### config.mk
export PLATFORM = sky130hd
export DESIGN_NAME = dcache_req_arbiter
export DESIGN_NICKNAME = d
export VERILOG_FILES = /design/src/rtl/dcache_req_arbiter_pkg.sv /design/src/rtl/dcache_req_arbiter_id_fifo.sv /design/src/rtl/dcache_req_arbiter.sv
export SDC_FILE = /design/constraint.sdc
export NUM_CORES = 1
export LEC_CHECK = 0
export BUFFER_PORTS_ARGS = -buffer_cell sky130_fd_sc_hd__clkbuf_2
export CORE_AREA = 2 2 263 265
export CTS_CLUSTER_SIZE = 28
export DETAILED_ROUTE_END_ITERATION = 10
export DIE_AREA = 0 0 265 267
export GPL_TIMING_DRIVEN = 0
export HOLD_SLACK_MARGIN = 0.02
export PLACE_DENSITY = 0.3
export SYNTH_ARGS = -nofsm -noshare
export SYNTH_HDL_FRONTEND = slang
export SYNTH_SLANG_ARGS = --single-unit
### constraint.sdc
create_clock -name clk_i -period 8.3 [get_ports clk_i]
set_clock_uncertainty 0.2 [all_clocks]
set_input_delay 1.245 -clock clk_i [delete_from_list [all_inputs] [get_ports clk_i]]
set_output_delay 1.245 -clock clk_i [all_outputs]
set_load 0.01 [all_outputs]
### src/rtl/dcache_req_arbiter_pkg.sv
// Shared definitions for the D$ request arbiter: default cache geometry and FSM states.
package dcache_req_arbiter_pkg;

  localparam int unsigned DCACHE_INDEX_WIDTH = 12;
  localparam int unsigned DCACHE_TAG_WIDTH   = 44;

  typedef enum logic {
    IDLE,
    LOCKED
  } arb_state_e;

endpackage

### src/rtl/dcache_req_arbiter_id_fifo.sv
// Small synchronous FIFO holding the port IDs of accepted reads, oldest at the head.
module id_fifo #(
  parameter int unsigned WIDTH = 2,
  parameter int unsigned DEPTH = 4
) (
  input  logic             clk_i,
  input  logic             rst_ni,
  input  logic             push_i,
  input  logic [WIDTH-1:0] data_i,
  input  logic             pop_i,
  output logic [WIDTH-1:0] data_o,
  output logic             full_o,
  output logic             empty_o
);

  localparam int unsigned PTR_W = (DEPTH > 1) ? $clog2(DEPTH) : 1;
  localparam int unsigned CNT_W = PTR_W + 1;

  logic [WIDTH-1:0] mem_q [DEPTH];
  logic [PTR_W-1:0] wr_ptr_q, rd_ptr_q;
  logic [CNT_W-1:0] count_q;
  logic             do_push, do_pop;

  assign full_o  = (count_q == CNT_W'(DEPTH));
  assign empty_o = (count_q == '0);
  assign data_o  = mem_q[rd_ptr_q];

  // A push into a full FIFO is legal only when the head leaves in the same cycle.
  assign do_push = push_i && (!full_o || pop_i);
  assign do_pop  = pop_i && !empty_o;

  always_ff @(posedge clk_i or negedge rst_ni) begin
    if (!rst_ni) begin
      wr_ptr_q <= '0;
      rd_ptr_q <= '0;
      count_q  <= '0;
      for (int i = 0; i < int'(DEPTH); i++) mem_q[i] <= '0;
    end else begin
      if (do_push) begin
        mem_q[wr_ptr_q] <= data_i;
        wr_ptr_q        <= (wr_ptr_q == PTR_W'(DEPTH - 1)) ? '0 : wr_ptr_q + 1'b1;
      end
      if (do_pop) begin
        rd_ptr_q <= (rd_ptr_q == PTR_W'(DEPTH - 1)) ? '0 : rd_ptr_q + 1'b1;
      end
      unique case ({do_push, do_pop})
        2'b10:   count_q <= count_q + 1'b1;
        2'b01:   count_q <= count_q - 1'b1;
        default: count_q <= count_q;
      endcase
    end
  end

endmodule

### src/rtl/dcache_req_arbiter.sv
// Round-robin arbiter sharing one D$ request port; locks the winner until gnt and
// routes in-order read responses back to the issuing port.
module dcache_req_arbiter
  import dcache_req_arbiter_pkg::*;
#(
  parameter int unsigned NR_PORTS        = 3,
  parameter int unsigned ADDR_W          = DCACHE_INDEX_WIDTH,
  parameter int unsigned TAG_W           = DCACHE_TAG_WIDTH,
  parameter int unsigned DATA_W          = 64,
  parameter int unsigned MAX_OUTSTANDING = 4
) (
  input  logic                                clk_i,
  input  logic                                rst_ni,
  input  logic                                flush_i,
  input  logic [NR_PORTS-1:0]                 req_i,
  input  logic [NR_PORTS-1:0]                 we_i,
  input  logic [NR_PORTS-1:0][ADDR_W-1:0]     addr_i,
  input  logic [NR_PORTS-1:0][TAG_W-1:0]      tag_i,
  input  logic [NR_PORTS-1:0][DATA_W-1:0]     data_i,
  input  logic [NR_PORTS-1:0][DATA_W/8-1:0]   be_i,
  input  logic [NR_PORTS-1:0][1:0]            size_i,
  output logic [NR_PORTS-1:0]                 gnt_o,
  output logic [NR_PORTS-1:0]                 rvalid_o,
  output logic [DATA_W-1:0]                   rdata_o,
  output logic                                dc_req_o,
  output logic                                dc_we_o,
  output logic [ADDR_W-1:0]                   dc_addr_o,
  output logic [TAG_W-1:0]                    dc_tag_o,
  output logic [DATA_W-1:0]                   dc_data_o,
  output logic [DATA_W/8-1:0]                 dc_be_o,
  output logic [1:0]                          dc_size_o,
  input  logic                                dc_gnt_i,
  input  logic                                dc_rvalid_i,
  input  logic [DATA_W-1:0]                   dc_rdata_i,
  output logic                                idle_o
);

  localparam int unsigned IDX_W = (NR_PORTS > 1) ? $clog2(NR_PORTS) : 1;

  arb_state_e        state_q, state_d;
  logic [IDX_W-1:0]  rr_ptr_q, rr_ptr_d;
  logic [IDX_W-1:0]  winner_q, winner_d;
  logic [IDX_W-1:0]  arb_idx, sel, fifo_head;
  logic              arb_valid, accept;
  logic              fifo_push, fifo_pop, fifo_full, fifo_empty;
  logic [NR_PORTS-1:0] eligible;
  int unsigned       cand;

  // Reads need a routing slot; writes never produce a response so they bypass a full FIFO.
  assign eligible = req_i & (we_i | {NR_PORTS{~fifo_full}});

  always_comb begin
    arb_valid = 1'b0;
    arb_idx   = '0;
    cand      = 0;
    for (int unsigned i = 0; i < NR_PORTS; i++) begin
      cand = 32'(rr_ptr_q) + i;
      if (cand >= NR_PORTS) cand = cand - NR_PORTS;
      if (!arb_valid && eligible[IDX_W'(cand)]) begin
        arb_valid = 1'b1;
        arb_idx   = IDX_W'(cand);
      end
    end
  end

  assign sel      = (state_q == LOCKED) ? winner_q : arb_idx;
  assign dc_req_o = (state_q == LOCKED) ? req_i[winner_q] : arb_valid;
  assign fifo_pop = dc_rvalid_i && !fifo_empty;
  assign accept   = dc_req_o && dc_gnt_i && (we_i[sel] || !fifo_full || fifo_pop);
  assign fifo_push = accept && !we_i[sel];

  assign dc_we_o   = we_i[sel];
  assign dc_addr_o = addr_i[sel];
  assign dc_tag_o  = tag_i[sel];
  assign dc_data_o = data_i[sel];
  assign dc_be_o   = be_i[sel];
  assign dc_size_o = size_i[sel];

  always_comb begin
    gnt_o = '0;
    if (accept) gnt_o[sel] = 1'b1;
  end

  always_comb begin
    rvalid_o = '0;
    if (fifo_pop) rvalid_o[fifo_head] = 1'b1;
  end

  assign rdata_o = dc_rdata_i;
  assign idle_o  = (state_q == IDLE) && fifo_empty && !dc_req_o;

  always_ff @(posedge clk_i or negedge rst_ni) begin
    if (!rst_ni) begin
      state_q  <= IDLE;
      rr_ptr_q <= '0;
      winner_q <= '0;
    end else begin
      state_q  <= state_d;
      rr_ptr_q <= rr_ptr_d;
      winner_q <= winner_d;
    end
  end

  // An unaccepted IDLE request locks its port; a dropped request abandons the lock.
  always_comb begin
    state_d  = state_q;
    rr_ptr_d = rr_ptr_q;
    winner_d = winner_q;
    unique case (state_q)
      IDLE: begin
        if (accept) begin
          rr_ptr_d = (sel == IDX_W'(NR_PORTS - 1)) ? '0 : sel + 1'b1;
        end else if (dc_req_o) begin
          winner_d = sel;
          state_d  = LOCKED;
        end
      end
      LOCKED: begin
        if (accept) begin
          rr_ptr_d = (sel == IDX_W'(NR_PORTS - 1)) ? '0 : sel + 1'b1;
          state_d  = IDLE;
        end else if (!dc_req_o) begin
          state_d = IDLE;
        end
      end
      default: state_d = IDLE;
    endcase
    if (flush_i) state_d = IDLE;
  end

  id_fifo #(
    .WIDTH (IDX_W),
    .DEPTH (MAX_OUTSTANDING)
  ) i_id_fifo (
    .clk_i   (clk_i),
    .rst_ni  (rst_ni),
    .push_i  (fifo_push),
    .data_i  (sel),
    .pop_i   (fifo_pop),
    .data_o  (fifo_head),
    .full_o  (fifo_full),
    .empty_o (fifo_empty)
  );

  a_locked_req_held : assert property (@(posedge clk_i) disable iff (!rst_ni)
    (state_q == LOCKED) |-> req_i[winner_q]);
  a_rvalid_has_id : assert property (@(posedge clk_i) disable iff (!rst_ni)
    dc_rvalid_i |-> !fifo_empty);
  a_gnt_onehot : assert property (@(posedge clk_i) disable iff (!rst_ni)
    $onehot0(gnt_o) && (dc_gnt_i || gnt_o == '0));

endmodule

# After elaboration in Yosys (flattened, before gate mapping)
# Index checks and enable logic that the tools add are counted.
# classes
n_eq_ne	6
magnitude_cmp	14
bitwise_logic	7
muxes	51
n_reduce_logical	25
addsub	10
# op_table
operator	count
64-bit binary-select mux with 2-bit select	1
44-bit binary-select mux with 2-bit select	1
64-bit 2-to-1 mux	1
44-bit 2-to-1 mux	1
2-bit 2-to-1 mux	15
12-bit binary-select mux with 2-bit select	1
2-bit by 3-bit less-than comparator with 1-bit output, second input constant	6
8-bit binary-select mux with 2-bit select	1
1-bit 2-to-1 mux	14
1-bit logical AND	13
12-bit 2-to-1 mux	1
1-bit binary-select mux with 2-bit select	5
2-bit binary-select mux with 2-bit select	2
8-bit bitwise mux	1
2-bit equality test, second input constant	4
8-bit 2-to-1 mux	1
2-bit by 1-bit adder with 2-bit output, second input constant	3
3-bit by 2-bit >= comparator with 1-bit output, second input constant	2
3-bit >= comparator, second input constant	2
1-bit zero test	6
3-bit 2-to-1 mux	2
2-bit inverter with 3-bit output	2
3-bit one-hot mux with 2 select lines	1
2-bit subtractor, second input constant	3
other kinds (18)	24
# totals
inputBits	465
out_inout_bits	203
wordCells	123
ff_bits	20

# Depth between registers and ports, before layout
# Gate-level depths: netlist of the first run.
# logic_depth
ltp_word	23
mapped_depth	15
mapped_depth_nobuf	14

# Hierarchy
# Synthesis of the first run repeated with hierarchy kept, for this count alone.
# hier_totals
cells_unflattened	644
hier_area_um2	4642.0
# by_module_without_submodules
module	instances	seq_area_each_um2	area_each_um2	cells_per_inst
dcache_req_arbiter	1	125.1	3841.2	582
id_fifo	1	375.4	800.8	62

# Least setup slack after synthesis of the first run
# Ideal clock, no wire load.
# synth_timing
path_kind	input -> output
from	in we_i[0]
to	out gnt_o[2]
required_time_ns	6.855
path_buffers	1
cell_stages	8
arrival_time_ns	3.378
setup_slack_ns	3.477
cell_sequence	or4b_4 and3_1 a211oi_4 a22o_1 buf_6 mux2_4 a31o_2 nor3_1
# synth_via
elab_chain_len	18
elab_cells_between_ends	32
classes_between	order compare: 2; mux: 19; bitwise: 2; reduce/logical: 9
# synth_rtl
element	line_no	rtl
start, declared	dcache_req_arbiter.sv:16	input logic [NR_PORTS-1:0] we_i,
parallel branches: the longest is 17 deep, another holds 3-bit bitwise OR	--	
3-bit 2-to-1 mux (*)	dcache_req_arbiter.sv:81	if (accept) gnt_o[sel] = 1'b1;
end, declared	dcache_req_arbiter.sv:22	output logic [NR_PORTS-1:0] gnt_o,
# Mark *: on every way between the ends. The select of a mux whose other input is x is not followed.

# Worst setup path after layout of the first run
# layout_timing
from	in we_i[0]
to	out dc_be_o[4]
# layout_via
elab_chain_len	14
elab_cells_between_ends	20
classes_between	mux: 14; bitwise: 2; reduce/logical: 4
# layout_rtl
element	line_no	rtl
3-bit bitwise OR (*)	dcache_req_arbiter.sv:50	assign eligible = req_i & (we_i | {NR_PORTS{~fifo_full}});
3-bit bitwise AND (*)	dcache_req_arbiter.sv:50	
1-bit binary-select mux with 2-bit select	dcache_req_arbiter.sv:59	if (!arb_valid && eligible[IDX_W'(cand)]) begin
1-bit 2-to-1 mux (implied by the code)	dcache_req_arbiter.sv:59	
1-bit 2-to-1 mux	dcache_req_arbiter.sv:59	
1-bit zero test	dcache_req_arbiter.sv:59	
1-bit logical AND	dcache_req_arbiter.sv:59	
1-bit 2-to-1 mux	dcache_req_arbiter.sv:59	
1-bit zero test	dcache_req_arbiter.sv:59	
1-bit logical AND	dcache_req_arbiter.sv:59	
2-bit 2-to-1 mux (*)	dcache_req_arbiter.sv:59	
2-bit 2-to-1 mux (*)	dcache_req_arbiter.sv:66	assign sel = (state_q == LOCKED) ? winner_q : arb_idx;
8-bit binary-select mux with 2-bit select (*)	dcache_req_arbiter.sv:76	assign dc_be_o = be_i[sel];
8-bit 2-to-1 mux (implied by the code) (*)	dcache_req_arbiter.sv:76	
end, declared	dcache_req_arbiter.sv:30	output logic [DATA_W/8-1:0] dc_be_o,
# Every way passes the cells marked *; elsewhere a longest branch is shown, timed or not. The select of a mux whose other input is x is not followed.

==> impl_metrics.env, run 1 <==
export IMPL_run_status="finished clean"
export IMPL_worst_r2r_cell_count=12
export IMPL_core_rowCount=96
export IMPL_tns_ns=0
export IMPL_detailed_place_area_sq_mm=0.008731
export IMPL_cts_sink_count=20
export IMPL_cts_resized=0
export IMPL_dp_cells=2122
export IMPL_worst_path_dominant_cell_family="compound AO/OA/AOI/OAI gates"
export IMPL_syn_instance_count=637
export IMPL_clk_path_buf_depth=2
export IMPL_cp_common_cell="clkbuf_2"
export IMPL_fp_coreArea_sq_mm=0.06799
export IMPL_timing_critical_path_from="we_i[0]"
export IMPL_dominant_cell_by_count_in_the_synthesized_netlist="nand2_1"
export IMPL_post_synth_and_or_nand_nor_area_fraction_pct=17.43
export IMPL_report_final_hold_viol_count=0
export IMPL_clk_root_buffer_cell="clkbuf_16"
export IMPL_cell_count_along_the_critical_path=9
export IMPL_route_vias_total=6997
export IMPL_timing_reg2reg_setup_slack_ns=4.37
export IMPL_xor_xnor_portion_of_the_synthesized_cell_area_pct=0.5700
export IMPL_ratio_of_cells_with_drive_above_1_in_the_final_layout_pct=57.48
export IMPL_drt_iter0_markers=240
export IMPL_tritoncts_num_buffers=3
export IMPL_syn_area_sq_mm=0.004609
export IMPL_die_height_um=267
export IMPL_synth_seq_cells=20
export IMPL_port_buffer_count=603
export IMPL_yosys_cell_types_count=49
export IMPL_regToRegEndpoint="i_id_fifo.count_q[2]"
export IMPL_data_required_critical_path_ns=6.86
export IMPL_drt_first_pass_iters=4
export IMPL_ys_top_cells_by_area="mux2i_1 29%, o21ai_0 14%, nand2_1 12%"
export IMPL_yosys_warnings=0
export IMPL_grt_first_pass_wirelength_mm=42.23
export IMPL_tritoncts_clock_tree="done"
export IMPL_drt_antenna_violating_nets=0
export IMPL_sequential_cell_area_fraction_in_the_yosys_report_pct=10.86
export IMPL_setup_worst_path_end_class="output port"
export IMPL_syn_num_nets=1111
export IMPL_antenna_found_initial=7
export IMPL_setup_violations=0
export IMPL_final_setup_worst_slack_ns=2.365
export IMPL_maxSlewViolCount=0
export IMPL_grt_setup_unrepaired="no"
export IMPL_clkLatencyLatePin_ns=0.25
export IMPL_critical_path_cell_chain="clkbuf_2 > or4b_4 > a211oi_2 > a31oi_1 > a221oi_4 > clkbuf_1 > nand2_1 > o21ai_0 > clkbuf_2"
export IMPL_synth_top_cell_by_area="mux2i_1"
export IMPL_fillers=7978
export IMPL_timing_critical_path_buf_inv=3
export IMPL_synth_compound_area_share_pct=18.76
export IMPL_max_vdd_ir_drop_mv=0.1364
export IMPL_globalplace_congestion=0.8055
export IMPL_worst_slew_pin_slew_ns=0.9327
export IMPL_netlist_area_leader_share_pct=28.88
export IMPL_multi_input_area_sq_mm=0.003341
export IMPL_worst_r2r_startpoint="i_id_fifo.count_q[1]"
export IMPL_detail_route_wirelength_mm=31.63
export IMPL_avgRoutedWirePerCell_um=14.85
export IMPL_route_detailed_vias_per_inst=3.285
export IMPL_min_period_ns=5.935
export IMPL_track_usage_pct=7.960
export IMPL_synth_top_family_by_area="multiplexers"
export IMPL_stdcell_area_sq_mm=0.008846
export IMPL_yosys_most_used_dff="dfrtp_1"
export IMPL_grt_pass1_vias=7086
export IMPL_maximum_number_of_pins_on_one_net_before_global_route_repair=21
export IMPL_chipWidth_um=265
export IMPL_instances_no_fill=2130
export IMPL_worst_path_max_stage_delay_ns=0.77
export IMPL_worst_setup_path_category="input pin to output port"
export IMPL_finalNetCount=1719
export IMPL_area_sequential_sq_um=500.5
export IMPL_htree_num_levels=1
export IMPL_cell_area_power_density_mw_per_mm2=316.0
export IMPL_worst_endpoint_arrival_ns=4.49
export IMPL_startpoint_class="input pin"
export IMPL_ys_async_sr_fraction_pct=100.0
export IMPL_synth_common_cells="145 x nand2_1, 133 x mux2i_1, 131 x o21ai_0, 67 x buf_4, 20 x dfrtp_1"
export IMPL_grt_overflow=0
export IMPL_floorplan_die_area_sq_mm=0.07076
export IMPL_drc=0
export IMPL_power_static_leakage_nw=4.406
export IMPL_synth_edff_count=0
export IMPL_post_cts_repair_setup_buffers=0
export IMPL_critPathSlowestCell="clkbuf_1"
export IMPL_syn2layout_area_growth_pct=91.91
export IMPL_period_share_pct=71.50
export IMPL_yosys_area_share_adder_pct=2.606
export IMPL_top_level_ports=668
export IMPL_fmax_mhz=168.5
export IMPL_min_delay_path_class="register to register"
export IMPL_placement_setup_worst_slack_ns=2.219
export IMPL_critical_path_peak_fanout=10
export IMPL_place_detailed_hpwl_mm=28.46
export IMPL_cts_clk_slew_worst_paths_ns=0.06
export IMPL_timing_critical_path_to="dc_be_o[4]"
export IMPL_start_util_pct=6.780
export IMPL_hold_buffers=0
export IMPL_maxCapViolCount=0
export IMPL_post_synth_cell_area_avg_sq_um=7.236
export IMPL_max_slew_margin_pct=37.82
export IMPL_synthMuxAreaShare_pct=33.12
-- power breakdown --
group          switching (mW)  internal [mW]  leakage, nW
Combinational            1.49          0.984         4.10
Sequential             0.0454          0.144        0.254
Clock                  0.0376         0.0957       0.0511
-- registers in the layout, indices dropped and copies added, names as in the netlist --
signal	count
i_id_fifo.rd_ptr_q	2
i_id_fifo.mem_q	8
rr_ptr_q	2
i_id_fifo.count_q	3
winner_q	2
state_q	1
i_id_fifo.wr_ptr_q	2
-- placed cells by master (no fill, tap or decap), types with 4 or more instances in the layout --
master / n
a31oi_1: 4
buf_2: 17
buf_4: 67
buf_6: 6
clkbuf_1: 18
clkbuf_2: 603
dfrtp_1: 20
diode_2: 4
ha_1: 8
inv_1: 11
mux2_1: 10
mux2i_1: 133
nand2_1: 145
nand3_1: 4
nor2_1: 10
nor3_1: 6
o21ai_0: 131
-- routing by layer --
metal / vias to the layer above / share of wire (%) / global-route usage (%)
met5: - / 0.082 / 0
met1: 3107 / 35 / 8.082
li1: 3386 / - / -
met2: 456 / 52 / 15.55
met4: 4 / 3.7 / 2.993
met3: 44 / 9.0 / 1.947
-- worst min path at each step --
stage	from	to	slack [ns]	depth (start not counted)
after floorplan	i_id_fifo.mem_q[2]	i_id_fifo.mem_q[2]	0.26	1
after global placement	i_id_fifo.mem_q[6]	i_id_fifo.mem_q[6]	0.28	1
after detailed placement	i_id_fifo.mem_q[6]	i_id_fifo.mem_q[6]	0.28	1
after CTS	i_id_fifo.mem_q[6]	i_id_fifo.mem_q[6]	0.29	1
after global routing	i_id_fifo.mem_q[3]	i_id_fifo.mem_q[3]	0.31	1
final	i_id_fifo.mem_q[2]	i_id_fifo.mem_q[2]	0.29	1
-- cell type report --
type	count	area share, %
timing repair buffer	603	34.12
antenna	4	0.1132
clock buffer	3	0.8487
multi-input combinational	497	37.77
clock inverter	1	0.3395
buffer	109	8.218
tap	882	12.48
inverter	11	0.4668
sequential	20	5.658
-- cell families after synthesis --
family	after synthesis
XOR/XNOR	3
multiplexers	148
flip-flops	20
buffers and inverters	120
AND/OR/NAND/NOR	185
adder cells (fa/ha/maj)	9
AO/OA/AOI/OAI	152
-- through the flow --
step	hold slack [ns]	power [mW]	util, %
floorplan	0.2587	1.639	-
global placement	0.2755	2.737	12.84
detailed placement	0.2803	2.724	12.84
CTS	0.2943	2.865	13.00
global route	0.3147	3.041	13.01
finish	0.2890	2.795	13.01
(Power assumes the default switching activity.)
==> run 2: changes to the inputs <==
Settings changed: CORE_AREA 2 2 263 265 to 2 2 257 259, DIE_AREA 0 0 265 267 to 0 0 259 261.
Clock period 8.3 ns to 5 ns, I/O delays scaled along.
==> run 2 against run 1 <==
Compared with the run above: die area is 4.5% lower; critical path depth is 1 higher; wire length is 0.90% lower; register-to-register slack worse by 3.2 ns; count of clock-buffer cells in the layout stayed put; cell count is 1.1% lower; flip-flop and latch count stayed put; sequential share of layout area hardly changed; worst setup slack worse by 2.1 ns; critical endpoint is now dc_data_o[5]; largest cell class unchanged; largest power group unchanged.
==> impl_metrics.env, run 2 (synthesis gave the netlist of run 1 again) <==
export IMPL_detail_route_wirelength_mm=31.34
export IMPL_grt_setup_unrepaired="no"
export IMPL_globalplace_congestion=0.8104
export IMPL_worst_r2r_startpoint="i_id_fifo.count_q[0]"
export IMPL_area_sequential_sq_um=500.5
export IMPL_route_met3_wl_mm=2.430
export IMPL_cp_common_cell="clkbuf_2"
export IMPL_largest_register_ff_count=8
export IMPL_data_required_critical_path_ns=4.05
export IMPL_fmax_mhz=211.7
export IMPL_routed_top_layer="met4"
export IMPL_top_level_ports=668
export IMPL_instances_no_fill=2107
export IMPL_worst_path_dominant_cell_family="compound AO/OA/AOI/OAI gates"
export IMPL_power_static_leakage_nw=4.411
export IMPL_port_buffer_count=603
export IMPL_critical_path_peak_fanout=10
export IMPL_start_util_pct=7.087
export IMPL_dp_cells=2104
export IMPL_setup_violations=0
export IMPL_ratio_of_cells_with_drive_above_1_in_the_final_layout_pct=57.68
export IMPL_most_common_layout_cells="605 x clkbuf_2, 145 x nand2_1, 133 x mux2i_1, 131 x o21ai_0, 67 x buf_4"
export IMPL_fp_coreArea_sq_mm=0.06504
export IMPL_detailed_place_area_sq_mm=0.008708
export IMPL_grt_pass1_vias=6755
export IMPL_maxCapViolCount=0
export IMPL_grt_overflow=0
export IMPL_timing_critical_path_to="dc_data_o[5]"
export IMPL_run_status="finished clean"
export IMPL_route_vias_total=6929
export IMPL_drt_antenna_violating_nets=0
export IMPL_place_detailed_hpwl_mm=27.87
export IMPL_regToRegEndpoint="i_id_fifo.count_q[2]"
export IMPL_tritoncts_num_buffers=3
export IMPL_syn2layout_area_growth_pct=91.23
export IMPL_finalNetCount=1718
export IMPL_post_cts_repair_setup_buffers=0
export IMPL_drc=0
export IMPL_period_share_pct=94.46
export IMPL_tritoncts_clock_tree="done"
export IMPL_htree_num_levels=1
export IMPL_worst_slew_pin_slew_ns=1.039
export IMPL_cell_count_along_the_critical_path=10
export IMPL_met2_length_mm=17.11
export IMPL_critPathSlowestCell="or4b_4"
export IMPL_critical_path_cell_chain="clkbuf_2 > or4b_4 > a211oi_2 > a31oi_1 > a221oi_4 > clkbuf_4 > buf_2 > nand2_1 > o21ai_0 > clkbuf_2"
export IMPL_route_detailed_vias_per_inst=3.289
export IMPL_timing_reg2reg_setup_slack_ns=1.13
export IMPL_clk_root_buffer_cell="clkbuf_16"
export IMPL_final_setup_worst_slack_ns=0.2770
export IMPL_chipWidth_um=259
export IMPL_min_delay_path_class="input pin to asynchronous set/reset pin"
export IMPL_worst_path_max_stage_delay_ns=0.55
export IMPL_reg_largest_list="i_id_fifo.mem_q x8, i_id_fifo.count_q x3"
export IMPL_max_slew_margin_pct=30.72
export IMPL_finish_utilization_pct=13.55
export IMPL_worst_r2r_cell_count=12
export IMPL_avgRoutedWirePerCell_um=14.88
export IMPL_clk_path_buf_depth=2
export IMPL_drt_iter0_markers=326
export IMPL_setup_worst_path_end_class="output port"
export IMPL_grt_first_pass_wirelength_mm=40.94
export IMPL_maximum_number_of_pins_on_one_net_before_global_route_repair=21
export IMPL_core_rowCount=94
export IMPL_registers_top_by_ff_count="i_id_fifo.mem_q"
export IMPL_placement_setup_worst_slack_ns=-0.1002
export IMPL_floorplan_die_area_sq_mm=0.06760
export IMPL_max_vdd_ir_drop_mv=0.2186
export IMPL_cts_clk_slew_worst_paths_ns=0.06
export IMPL_num_antenna_cells=0
export IMPL_startpoint_class="input pin"
export IMPL_die_height_um=261
export IMPL_cts_sink_count=20
export IMPL_timing_critical_path_buf_inv=4
export IMPL_drt_first_pass_iters=7
export IMPL_track_usage_pct=8.060
export IMPL_routedLengthMet1_mm=11.32
export IMPL_worst_endpoint_arrival_ns=3.77
export IMPL_worst_setup_path_category="input pin to output port"
export IMPL_clkLatencyLatePin_ns=0.26
export IMPL_multi_input_area_sq_mm=0.003341
export IMPL_timing_critical_path_from="we_i[0]"
export IMPL_layout_commonest_cell="clkbuf_2"
export IMPL_min_period_ns=4.723
export IMPL_tns_ns=0
export IMPL_report_final_hold_viol_count=0
export IMPL_cell_area_power_density_mw_per_mm2=522.0
export IMPL_antenna_found_initial=2
export IMPL_stdcell_area_sq_mm=0.008815
export IMPL_fillers=7562
export IMPL_maxSlewViolCount=0
==> run 2: changes by cell type in the layout (fill, tap and decap cells not counted) <==
cell and change:
clkbuf_4 +1, clkbuf_1 -3, clkbuf_2 +2, buf_2 -1, diode_2 -4
==> run 2: layout make-up <==
class	instances	share of cell area, %
tap	864	12.26
sequential	20	5.678
clock buffer	3	0.8517
timing repair buffer	603	34.24
inverter	11	0.4684
buffer	108	8.261
clock inverter	1	0.3407
multi-input combinational	497	37.90
==> run 2: power breakdown <==
group / internal (mW) / switching, mW
combinational: 1.64 / 2.42
clock: 0.159 / 0.0660
sequential: 0.239 / 0.0780
total: 2.03 / 2.57
==> run 2: worst min path at each step <==
stage / to / cells after the start
2_1_floorplan: i_id_fifo.count_q[0] / 0
3_3_place_gp: i_id_fifo.mem_q[3] / 1
3_5_place_dp: i_id_fifo.mem_q[3] / 1
4_1_cts: i_id_fifo.mem_q[3] / 1
5_1_grt: i_id_fifo.mem_q[3] / 1
6_report: state_q / 1
==> run 2: metrics by stage <==
step	hold slack [ns]	power (mW)
2_1_floorplan	0.2544	2.720
3_3_place_gp	0.2728	4.513
3_5_place_dp	0.2792	4.482
4_1_cts	0.2938	4.725
5_1_grt	0.3117	5.010
6_report	0.2659	4.601
==> run 2: routing by layer <==
metal	vias to the layer above	GRT usage (%)
met2	435	16.36
li1	3376	-
met4	0	1.525
met5	-	0
met1	3095	8.787
met3	23	1.103
==> run 2: what timing repair did <==
| action | 4_1_cts | 5_1_grt |
|---|---|---|
| pin swaps | 0 | 0 |
| hold buffers | 0 | 0 |
| setup endpoints to repair | 6 | 6 |
| gates resized for setup | 2 | 1 |
==> run 3: changes to the inputs <==
Settings changed: CORE_AREA 2 2 257 259 to 2 2 258 260, DIE_AREA 0 0 259 261 to 0 0 260 262, SYNTH_HIERARCHICAL from default to 1.
==> run 3 against run 2 <==
Compared with the run above: worst setup slack gained 0.16 ns; synthesized cell count is 1.1% higher; flip-flop and latch count unchanged; largest power group unchanged; hold slack worse by 0.00053 ns; highest routed layer is now met5; register-to-register slack got worse by 0.16 ns; critical path depth up 1; final area grew 0.40%.
==> impl_metrics.env, run 3 <==
export IMPL_run_status="finished clean"
export IMPL_synth_seq_cells=20
export IMPL_period_share_pct=91.16
export IMPL_ys_async_sr_fraction_pct=100.0
export IMPL_detailed_place_area_sq_mm=0.008741
export IMPL_place_detailed_hpwl_mm=30.49
export IMPL_post_layout_total_power_mw=4.233
export IMPL_dominant_cell_by_count_in_the_synthesized_netlist="nand2_1"
export IMPL_maximum_number_of_pins_on_one_net_before_global_route_repair=21
export IMPL_most_common_layout_cells="604 x clkbuf_2, 141 x nand2_1, 133 x mux2i_1, 80 x o21ai_1, 70 x buf_4"
export IMPL_yosys_most_used_dff="dfrtp_1"
export IMPL_placement_setup_worst_slack_ns=0.2207
export IMPL_fp_coreArea_sq_mm=0.06528
export IMPL_syn_instance_count=644
export IMPL_floorplan_die_area_sq_mm=0.06812
export IMPL_clk_root_buffer_cell="clkbuf_16"
export IMPL_yosys_warnings=6
export IMPL_power_static_leakage_nw=5.053
export IMPL_reg_largest_list="i_id_fifo/mem_q x8, i_id_fifo/count_q x3"
export IMPL_grt_first_pass_wirelength_mm=44.68
export IMPL_globalplace_congestion=0.7818
export IMPL_setup_worst_path_end_class="output port"
export IMPL_grt_overflow=0
export IMPL_track_usage_pct=8.832
export IMPL_worst_endpoint_arrival_ns=3.61
export IMPL_antenna_found_initial=5
export IMPL_grt_setup_unrepaired="no"
export IMPL_synth_edff_count=0
export IMPL_start_util_pct=7.111
export IMPL_post_cts_repair_setup_buffers=0
export IMPL_min_period_ns=4.558
export IMPL_finish_utilization_pct=13.56
export IMPL_die_height_um=262
export IMPL_cp_common_cell="buf_2"
export IMPL_syn_area_sq_mm=0.004642
export IMPL_critical_path_cell_chain="inv_1 > ha_1 > buf_2 > nor2b_1 > o21ai_0 > o2111ai_2 > nand2_1 > buf_2 > clkbuf_1 > o21ai_1 > clkbuf_2"
export IMPL_fillers=7641
export IMPL_top_level_ports=668
export IMPL_stdcell_area_sq_mm=0.008850
export IMPL_fmax_mhz=219.4
export IMPL_syn2layout_area_growth_pct=90.65
export IMPL_ys_top_cells_by_area="mux2i_1 29%, nand2_1 11%, buf_4 11%"
export IMPL_drt_iter0_markers=230
export IMPL_clkLatencyLatePin_ns=0.25
export IMPL_tritoncts_num_buffers=3
export IMPL_htree_num_levels=1
export IMPL_cts_clk_slew_worst_paths_ns=0.06
export IMPL_worst_slew_pin_slew_ns=0.9463
export IMPL_sequential_cell_area_fraction_in_the_yosys_report_pct=10.78
export IMPL_ratio_of_cells_with_drive_above_1_in_the_final_layout_pct=57.23
export IMPL_largest_register_ff_count=8
export IMPL_maxSlewViolCount=0
export IMPL_critPathSlowestCell="buf_2"
export IMPL_startpoint_class="register"
export IMPL_multi_input_area_sq_mm=0.003347
export IMPL_chipWidth_um=260
export IMPL_route_detailed_vias_per_inst=3.258
export IMPL_yosys_cell_types_count=46
export IMPL_route_vias_total=6894
export IMPL_data_required_critical_path_ns=4.05
export IMPL_synth_top_cell_by_area="mux2i_1"
export IMPL_grt_pass1_vias=7024
export IMPL_cell_area_power_density_mw_per_mm2=478.3
export IMPL_tns_ns=0
export IMPL_report_final_hold_viol_count=0
export IMPL_max_slew_margin_pct=36.91
export IMPL_maxCapViolCount=0
export IMPL_netlist_area_leader_share_pct=28.68
export IMPL_drc=0
export IMPL_registers_top_by_ff_count="i_id_fifo/mem_q"
export IMPL_post_synth_cell_area_avg_sq_um=7.208
export IMPL_finalNetCount=1726
export IMPL_min_delay_path_class="input pin to asynchronous set/reset pin"
export IMPL_final_setup_worst_slack_ns=0.4418
export IMPL_setup_violations=0
export IMPL_worst_setup_path_category="register to output port"
export IMPL_critical_path_peak_fanout=10
export IMPL_core_rowCount=94
export IMPL_port_buffer_count=603
export IMPL_drt_antenna_violating_nets=0
export IMPL_avgRoutedWirePerCell_um=16.07
export IMPL_detail_route_wirelength_mm=34.00
export IMPL_worst_path_max_stage_delay_ns=0.51
export IMPL_syn_num_nets=1118
export IMPL_max_vdd_ir_drop_mv=0.1683
export IMPL_area_sequential_sq_um=500.5
export IMPL_tritoncts_clock_tree="done"
export IMPL_synth_common_cells="141 x nand2_1, 133 x mux2i_1, 80 x o21ai_1, 70 x buf_4, 56 x o21ai_0"
export IMPL_cts_sink_count=20
export IMPL_clk_path_buf_depth=2
export IMPL_drt_first_pass_iters=5
export IMPL_layout_commonest_cell="clkbuf_2"
## run 3: cell families (layout without fill, tap and decap cells)
| group | after synthesis | after routing | share of synthesized area [%] |
|---|---|---|---|
| multiplexers | 150 | 150 | 33.45 |
| XOR/XNOR | 3 | 3 | 0.5661 |
| AO/OA/AOI/OAI | 152 | 152 | 17.82 |
| flip-flops | 20 | 20 | 10.78 |
| AND/OR/NAND/NOR | 188 | 188 | 17.68 |
| other | 0 | 1 | 0 |
| buffers and inverters | 122 | 729 | 17.12 |
| adder cells (fa/ha/maj) | 9 | 9 | 2.588 |
## run 3: routing by layer
layer	share of wire, %	wire length [um]	track usage (%)
met5	0.071	24	0
met4	2.1	700	1.772
met3	8.3	2806	1.929
met2	53	17870	17.20
met1	37	12600	9.722
## run 3: repair_timing
item / 4_1_cts / 5_1_grt
resized for setup: 0 / 2
setup endpoints to repair: 0 / 1
hold buffers: 0 / 0
## run 3: worst max-delay path, delay by kind of cell (launching register included)
kind / cells / cell delay [ns]
flops: 1 / 0.39
buf+inv: 5 / 1.45
fa+ha+maj: 1 / 0.14
compound gates: 3 / 0.81
simple gates: 2 / 0.54
## run 3: through the flow
| stage | hold slack [ns] | std cells |
|---|---|---|
| 2_1_floorplan | 0.2544 | 644 |
| 3_3_place_gp | 0.2895 | 2111 |
| 3_5_place_dp | 0.2927 | 2111 |
| 4_1_cts | 0.2870 | 2115 |
| 5_1_grt | 0.3175 | 2116 |
| 6_report | 0.2653 | 2116 |
## run 3: report_power, final
group          total [mW]  internal [mW]  switching [mW]  leakage [nW]
clock               0.220          0.159          0.0615        0.0511
combinational        3.70           1.52            2.19          4.75
sequential          0.308          0.237          0.0714         0.253
## run 3: final cells by class
cell class              count  share of cell area (%)
multi-input cells         502                   37.82
repair buffers            603                   34.10
well taps                 864                   12.22
plain buffers             109                   8.441
flip-flops and latches     20                   5.655
clock buffers               3                  0.8483
inverters                  13                  0.5514
clock inverters             1                  0.3393
diodes                      1                 0.02828
## run 3: final timing paths
path / to / start / cells after the start / slack, ns
min in group clk_i: i_id_fifo/mem_q[3] / i_id_fifo/mem_q[3] / 1 / 0.31
max reg2reg: i_id_fifo/count_q[2] / i_id_fifo/count_q[0] / 17 / 0.97
min reg2reg: i_id_fifo/mem_q[3] / i_id_fifo/mem_q[3] / 1 / 0.31
max in group asynchronous: i_id_fifo/mem_q[7] / rst_ni / 1 / 3.98
max: dc_tag_o[31] / rr_ptr_q[1] / 11 / 0.44
min: i_id_fifo/count_q[1] / rst_ni / 1 / 0.27
